## src/rtl/freq_div_gen_pkg.sv

```systemverilog
// -----------------------------------------------------------------------------
// freq_div_gen_pkg
//   Shared definitions for the programmable pulse generator: FSM state
//   encodings and the divisor value loaded at reset.
//   The reset divisor matches the frequency regulator's reset value. This keeps
//   the closed loop consistent straight out of reset.
// -----------------------------------------------------------------------------
package freq_div_gen_pkg;

  typedef enum logic [1:0] {
    FD_IDLE = 2'd0,
    FD_HIGH = 2'd1,
    FD_LOW  = 2'd2
  } fd_state_e;

  localparam logic [7:0] FD_RESET_DIV = 8'h7F;

endpackage : freq_div_gen_pkg

```

## src/rtl/freqdiv_phase_cnt.sv

```systemverilog
// -----------------------------------------------------------------------------
// freqdiv_phase_cnt
//   WIDTH-bit loadable down-counter that times the high and low phases.
//   The count stops at zero and never wraps.
// Ports:
//   clk       in   system clock
//   rst       in   synchronous active-high reset (count -> 0)
//   load      in   load load_val this cycle (takes priority over dec)
//   load_val  in   value to load
//   dec       in   decrement by one (ignored when already zero)
//   cnt       out  current count
//   zero      out  cnt == 0
// -----------------------------------------------------------------------------
module freqdiv_phase_cnt #(
  parameter int WIDTH = 8
) (
  input  logic             clk,
  input  logic             rst,
  input  logic             load,
  input  logic [WIDTH-1:0] load_val,
  input  logic             dec,
  output logic [WIDTH-1:0] cnt,
  output logic             zero
);

  assign zero = (cnt == '0);

  // NOTE: clocked state is always assigned with <= so every register samples
  // pre-edge values, independent of the order of the always blocks.
  always_ff @(posedge clk) begin
    if (rst) begin
      cnt <= '0;
    end else if (load) begin
      cnt <= load_val;
    end else if (dec && !zero) begin
      cnt <= cnt - WIDTH'(1);
    end
  end

endmodule : freqdiv_phase_cnt

```

## src/rtl/freq_div_gen.sv

```systemverilog
// -----------------------------------------------------------------------------
// freq_div_gen
//   Programmable pulse generator. Produces psi as a high phase of eff(div)
//   cycles followed by a low phase of LOW_LEN cycles. div is sampled only at
//   period boundaries, so divisor changes never produce a glitch.
//   If en drops mid-period, the current period still completes before the
//   block returns to idle.
//   Optional build macro: FREQDIV_MINCLAMP_EN. When defined, the high phase is
//   clamped to at least MIN_DIV cycles. When undefined, only div==0 is
//   promoted to 1.
// Ports:
//   clk          in   system clock, all logic on posedge
//   rst          in   synchronous active-high reset
//   en           in   run request (level)
//   div          in   requested high-phase length
//   psi          out  generated waveform (registered)
//   period_done  out  one-cycle pulse on the last cycle of each low phase
//   active       out  high while the FSM is not idle
//   div_shadow   out  divisor in use for the current period
// -----------------------------------------------------------------------------
module freq_div_gen
  import freq_div_gen_pkg::*;
#(
  parameter int WIDTH   = 8,
  parameter int LOW_LEN = 16,
  parameter int MIN_DIV = 4
) (
  input  logic             clk,
  input  logic             rst,
  input  logic             en,
  input  logic [WIDTH-1:0] div,
  output logic             psi,
  output logic             period_done,
  output logic             active,
  output logic [WIDTH-1:0] div_shadow
);

  fd_state_e        state;
  logic [WIDTH-1:0] eff_div;
  logic [WIDTH-1:0] cnt;
  logic             cnt_zero;
  logic             cnt_load;
  logic [WIDTH-1:0] cnt_load_val;
  logic             cnt_dec;

  // Effective divisor. A zero-length high phase is never allowed.
`ifdef FREQDIV_MINCLAMP_EN
  localparam logic [WIDTH-1:0] MIN_DIV_W = WIDTH'(MIN_DIV);

  // NOTE: every always_comb output gets a default first, so no path can leave
  // it unassigned and infer a latch.
  always_comb begin
    eff_div = div;
    if (div < MIN_DIV_W) eff_div = MIN_DIV_W;
  end
`else
  logic [31:0] unused_min_div;
  assign unused_min_div = MIN_DIV;

  always_comb begin
    eff_div = div;
    if (div == '0) eff_div = WIDTH'(1);
  end
`endif

  // Counter control. A load starts a new phase: the high phase is loaded from
  // idle or at the end of a low phase, and the low phase is loaded at the end
  // of a high phase.
  always_comb begin
    cnt_load     = 1'b0;
    cnt_load_val = eff_div - WIDTH'(1);
    cnt_dec      = 1'b0;
    case (state)
      FD_IDLE: cnt_load = en;
      FD_HIGH: begin
        cnt_load     = cnt_zero;
        cnt_load_val = WIDTH'(LOW_LEN - 1);
        cnt_dec      = 1'b1;
      end
      FD_LOW: begin
        cnt_load = cnt_zero && en;
        cnt_dec  = 1'b1;
      end
      default: ;
    endcase
  end

  freqdiv_phase_cnt #(
    .WIDTH (WIDTH)
  ) u_phase_cnt (
    .clk      (clk),
    .rst      (rst),
    .load     (cnt_load),
    .load_val (cnt_load_val),
    .dec      (cnt_dec),
    .cnt      (cnt),
    .zero     (cnt_zero)
  );

  // FSM with registered outputs. Every output is assigned on the edge that
  // enters the cycle it describes.
  always_ff @(posedge clk) begin
    if (rst) begin
      state       <= FD_IDLE;
      psi         <= 1'b0;
      period_done <= 1'b0;
      active      <= 1'b0;
      div_shadow  <= WIDTH'(FD_RESET_DIV);
    end else begin
      period_done <= 1'b0;
      case (state)
        FD_IDLE: begin
          if (en) begin
            state      <= FD_HIGH;
            psi        <= 1'b1;
            active     <= 1'b1;
            div_shadow <= eff_div;
          end else begin
            psi    <= 1'b0;
            active <= 1'b0;
          end
        end
        FD_HIGH: begin
          if (cnt_zero) begin
            state       <= FD_LOW;
            psi         <= 1'b0;
            // A single-cycle low phase is also its own last cycle.
            period_done <= (LOW_LEN == 1);
          end
        end
        FD_LOW: begin
          // The pulse is registered, so it is raised one edge ahead of the
          // last low cycle (count about to reach zero).
          if (!cnt_zero && cnt == WIDTH'(1)) period_done <= 1'b1;
          if (cnt_zero) begin
            if (en) begin
              state      <= FD_HIGH;
              psi        <= 1'b1;
              div_shadow <= eff_div;
            end else begin
              state  <= FD_IDLE;
              active <= 1'b0;
            end
          end
        end
        default: begin
          // Unreachable encoding: recover to idle.
          state  <= FD_IDLE;
          psi    <= 1'b0;
          active <= 1'b0;
        end
      endcase
    end
  end

endmodule : freq_div_gen
```

## config.mk

```make
export PLATFORM = sky130hd
export DESIGN_NAME = freq_div_gen
export DESIGN_NICKNAME = d
export VERILOG_FILES = /design/src/rtl/freq_div_gen_pkg.sv /design/src/rtl/freqdiv_phase_cnt.sv /design/src/rtl/freq_div_gen.sv
export SDC_FILE = /design/constraint.sdc
export NUM_CORES = 1
export LEC_CHECK = 0
export CORE_AREA = 2 2 55 57
export CTS_BUF_LIST = sky130_fd_sc_hd__clkbuf_4
export DETAILED_ROUTE_END_ITERATION = 12
export DIE_AREA = 0 0 57 59
export PLACE_DENSITY = 0.77
export SYNTH_ARGS = -nofsm -noshare
export SYNTH_HDL_FRONTEND = slang
export SYNTH_SLANG_ARGS = --single-unit
```

## constraint.sdc

```tcl
create_clock -name clk -period 3.6 [get_ports clk]
set_input_delay 0.54 -clock clk [delete_from_list [all_inputs] [get_ports clk]]
set_output_delay 0.54 -clock clk [all_outputs]
set_load 0.1 [all_outputs]
```

* After elaboration in Yosys (flattened, before gate mapping)
Cells that the tools add are included.
** Storage, ports and cells
- Bits in registers :: 21
- Logic and storage cells :: 56
** Cells by class
- $add $sub $neg :: 2
- Eq/ne operators :: 8
- Mux-type cells :: 23
- Bitwise operators :: 2
- Reductions and logical operators :: 15
** Operators by type and width (count)
- $mux 8 :: 6
- $logic_not 8->1 :: 2
- $pmux 8 s2 :: 1
- $sub 8x1->8 const B :: 2
- $ne 2x2->1 const B :: 5
- $mux 1 :: 9
- $pmux 1 s3 :: 3
- $reduce_and 3->1 :: 3
- $eq 8x1->1 const B :: 1
- $mux 2 :: 3
- $pmux 2 s3 :: 1
- $reduce_bool 2->1 :: 2
- $reduce_or 2->1 :: 2
- $logic_and 1x1->1 :: 3
- $eq 2x1->1 const B :: 1
- $eq 2x2->1 const B :: 1
- $logic_not 2->1 :: 1
- $not 1->1 :: 2
- $reduce_and 2->1 :: 1
- $logic_not 1->1 :: 1

* Depth between registers and ports, before layout
- Word-level depth :: 6
- Gate-level depth with buffers :: 9
- Mapped depth without buffers :: 9

* Hierarchy
Synthesis repeated with hierarchy kept, for this count alone.
** Second synthesis, totals
- Cell total of the unflattened synthesis :: 162
- Area total of the unflattened synthesis :: 1363.8 sq um
** By module, submodules not included
- freq_div_gen :: instances 1, cells an instance 103, area an instance 848.3 sq um
- freqdiv_phase_cnt :: instances 1, cells an instance 59, area an instance 515.5 sq um

* Worst setup path before layout
OpenSTA, ideal clock, no wires.
- Kind :: input to register
- Start :: in div[4]
- End :: reg u_phase_cnt.cnt[6]
- Setup time :: 78 ps
- Data arrival time :: 1852 ps
- Required time :: 3522 ps
- Slack :: 1670 ps
- Cell stages on the path :: 9
- Path buffers :: 0
- Cells stage by stage :: nor2_1 > a41o_1 > inv_1 > ha_1 > nor3b_1 > nand2_1 > xor2_1 > o32a_1 > nor3_1
** On the way
- Cells in the longest elaborated chain, start to end :: 5
** RTL lines
- from (decl) :: line freq_div_gen.sv:31 : input logic [WIDTH-1:0] div,
- $logic_not 8->1 :: line freq_div_gen.sv:62 : if (div == '0) eff_div = WIDTH'(1);
- $mux 8 * :: line freq_div_gen.sv:62
- $sub 8x1->8 * :: line freq_div_gen.sv:71 : cnt_load_val = eff_div - WIDTH'(1);
- $mux 8 * :: line freq_div_gen.sv:73 : case (state)
- $mux 8 * :: line freqdiv_phase_cnt.sv:33 : end else if (load) begin
- to (signal assigned) :: line freqdiv_phase_cnt.sv:34 : cnt <= load_val;
- to (signal assigned) :: line freqdiv_phase_cnt.sv:36 : cnt <= cnt - WIDTH'(1);
- to (decl) :: line freqdiv_phase_cnt.sv:22 : output logic [WIDTH-1:0] cnt,
Mark *: on every way between the ends. The rest lies on a longest branch, timed or not.
A chain may end at the register's enable or synchronous reset.

* Worst setup path in the final report
- Start :: reg div_shadow[0]
- End :: out div_shadow[0]
** RTL lines
- from (decl) :: line freq_div_gen.sv:35 : output logic [WIDTH-1:0] div_shadow
- from (signal assigned) :: line freq_div_gen.sv:108 : div_shadow <= WIDTH'(FD_RESET_DIV);
- from (signal assigned) :: line freq_div_gen.sv:117 : div_shadow <= eff_div;
- from (signal assigned) :: line freq_div_gen.sv:139 : div_shadow <= eff_div;
No word-level cell between the ends.

==> out/results.tsv <==
stage	metric	value	unit
grt	grt_overflow	0	
synth	yosysTopAreaCellShare	31.8	%
clocking	clk_pin_slew	0.12	ns
floorplanning	fp.dieH	59	um
worst_setup_path	reg2reg_from	u_phase_cnt.cnt[0]$_SDFFE_PP0P_	
layout	regArea	420	um^2
grt	grt_use_total	18.9	%
detailed_routing	vias	1163	
synth	synthFlopType	dfxtp_1	
worst_setup_path	max_stage_delay	1.14	ns
floorplanning	core_area	0.00271	mm^2
synth	synthTopCellsByArea	dfxtp_1 (32%), mux2i_1 (8.3%), ha_1 (7.6%)	
layout	multi_input_area	843	um^2
pwr	peakVddDrop	0.613	mV
layout	drive_above_1_share	6.43	%
worst_setup_path	critPathBufInv	1	
synth	ys_seq_elements	21	
worst_setup_path	worst_path_max_delay_cell	clkdlybuf4s50_1	
detailed_routing	wl_met2	1380	um
grt	grt_pass1_vias	1146	
detailed_routing	avgViaCountPerCell	5.76	
place	numPortBuffers	21	
clocking	cts.path.max_buffers	2	
synth	yosysSeqAreaShare	31.8	%
clocking	cts_setup_buffers	0	
worst_hold_path	hp-class	flop to flop	
synth	syn_inst	151	
synth	synth_cell_types	44	
synth	syn_avg_cell_area	8.77	um^2
clocking	cts-resized-gates	0	
sta	slew_headroom	34.1	%
pwr	total_power	1.49	mW
clocking	cts_root_buffer	clkbuf_4	
layout	antenna_cells	0	
detailed_routing	wl_per_cell	14.2	um
sta	worst_slew_pin_slew	0.985	ns
sta	fmax	424	MHz
layout	synthToLayoutAreaGrowth	19.1	%
sta	post-route-min-period	2.36	ns
floorplanning	num_io_pins	22	
clocking	cts_hold_buf	0	
status	outcome	finished clean	
detailed_routing	drt-met1-wl	1290	um
worst_setup_path	crit_start	div_shadow[0]$_SDFFE_PP1P_	
detailed_routing	dr.pass1.iters	4	
sta	period_share	65.5	%
synth	synth_nets	170	
detailed_routing	dr.first_iter.drc_count	28	
worst_setup_path	crit_path_start_kind	flop	
synth	synth.most_common_cell	dfxtp_1	
synth	synth_common_cells	dfxtp_1 (21), nand2_1 (14), nor2_1 (13)	
run	drv_cap	0	
worst_setup_path	cp_top_family	buffers and inverters	
sta	setup-violations-final	0	
sta	rsz0062_at_grt	false	
synth	synth_edf_count	0	
clocking	htreeDepth	1	
sta	tns	0	ns
worst_hold_path	hp-start	psi$_SDFFE_PP0P_	
grt	antenna_found_initial	0	
layout	fin_nets	191	
worst_setup_path	endpoint_kind	output pin	
layout	fillers	255	
synth	netlist_area	0.00132	mm^2
floorplanning	die_w	57	um
pwr	p_leak	0.624	nW
detailed_routing	routed.top_layer	met4	
sta	finClkSkew	0.00461	ns
floorplanning	die_area	0.00336	mm^2
grt	grt_pass1_wl	5000	um
place	gp_congestion	0.797	
clocking	cts_buffers	3	
synth	ys_async_sr_fraction	0	%
clocking	tritoncts	done	
worst_setup_path	arrival	1.82	ns
pwr	powerDensity	944	mW/mm^2
place	dp_hpwl	2210	um
clocking	cts.sinks	21	
detailed_routing	drc	0	
sta	hold_viol	0	
grt	grt_max_degree	17	
floorplanning	num_rows	19	
floorplanning	start_util	48.8	%
synth	yosys_warnings	0	
worst_setup_path	path_max_fanout	2	
worst_setup_path	worstPathRequired	3.06	ns
worst_setup_path	path_cells	clkdlybuf4s50_1	
sta	drv_slew	0	
detailed_routing	ant_nets	0	
clocking	clock_latency	0.32	ns
worst_setup_path	path_class	flop to output pin	
detailed_routing	routed_wl	2860	um
synth	yosysTopAreaCell	dfxtp_1	
detailed_routing	met3_length	129	um
[routing by layer]
| metal | up-vias | GRT usage [%] |
|---|---|---|
| li1 | 589 | - |
| met1 | 539 | 22.7 |
| met2 | 30 | 32.5 |
| met3 | 5 | 3.06 |
| met4 | 0 | 9.63 |
| met5 | - | 0 |
[worst reg2reg max path, cell delays in order (launching register included)]
cell	delay, ns
dfxtp_1	0.38
inv_1	0.10
ha_1	0.17
nor4b_4	0.32
nand2_2	0.14
a221oi_4	0.68
o32a_1	0.27
nor3_1	0.05
[cells in the final DEF, fill, tap and decap left out, types with 2 or more instances in the layout]
cell type	instances
nor3b_1	7
xor2_1	2
a21oi_1	9
o32a_1	4
nand3b_1	2
or4_1	2
nand2_1	14
xnor2_1	2
o21ai_0	3
ha_1	8
mux2i_1	11
inv_1	9
clkbuf_4	4
nor3_1	6
o21ai_1	3
nand3_1	3
o21a_1	2
clkdlybuf4s50_1	21
nor2_1	13
and3_1	2
dfxtp_1	21
or3_1	2
[path summary, 6_finish.rpt]
path / to / slack (ns) / cells after the start
max: div_shadow[0] / 1.24 / 1
min: psi$_SDFFE_PP0P_ / 0.49 / 2
min reg2reg: psi$_SDFFE_PP0P_ / 0.49 / 2
max reg2reg: u_phase_cnt.cnt[5]$_SDFFE_PP0P_ / 1.36 / 7
[through the flow]
step | util (%) | cells | cell area, um^2 | setup WS [ns] | hold slack (ns)
final | 58.2 | 202 | 1580 | 1.24 | 0.492
after CTS | 58.2 | 202 | 1580 | 1.22 | 0.496
after floorplan | - | 151 | 1320 | 1.67 | 0.514
after detailed placement | 57.1 | 198 | 1550 | 0.927 | 0.464
after global routing | 58.2 | 202 | 1580 | 1.02 | 0.515
after global placement | 57.1 | 198 | 1550 | 0.997 | 0.457
[area by class of cell]
cell class,instances,area share (%)
timing repair buffer,21,13.3
sequential,21,26.7
tap,31,2.46
multi-input combinational,116,53.5
inverter,9,2.14
clock buffer,4,1.90
[registers in the layout (all words and copies together) (netlist names)]
signal           cells
div_shadow           8
u_phase_cnt.cnt      8
state                2
active               1
period_done          1
psi                  1
[logic make-up after synthesis]
logic type / share of synthesized area [%]
multiplexers: 8.32
AO/OA/AOI/OAI: 20.7
flip-flops: 31.8
XOR/XNOR: 2.65
buffers and inverters: 4.54
adder cells (fa/ha/maj): 7.56
AND/OR/NAND/NOR: 24.5
[report_power, final]
group	total [mW]	leakage [nW]	switching [mW]	internal, mW
clock	0.128	0.0184	0.0770	0.0510
combinational	0.973	0.433	0.587	0.386
sequential	0.387	0.173	0.0806	0.307
total	1.49	0.624	0.745	0.744
Power figures use the tool's default switching activity.
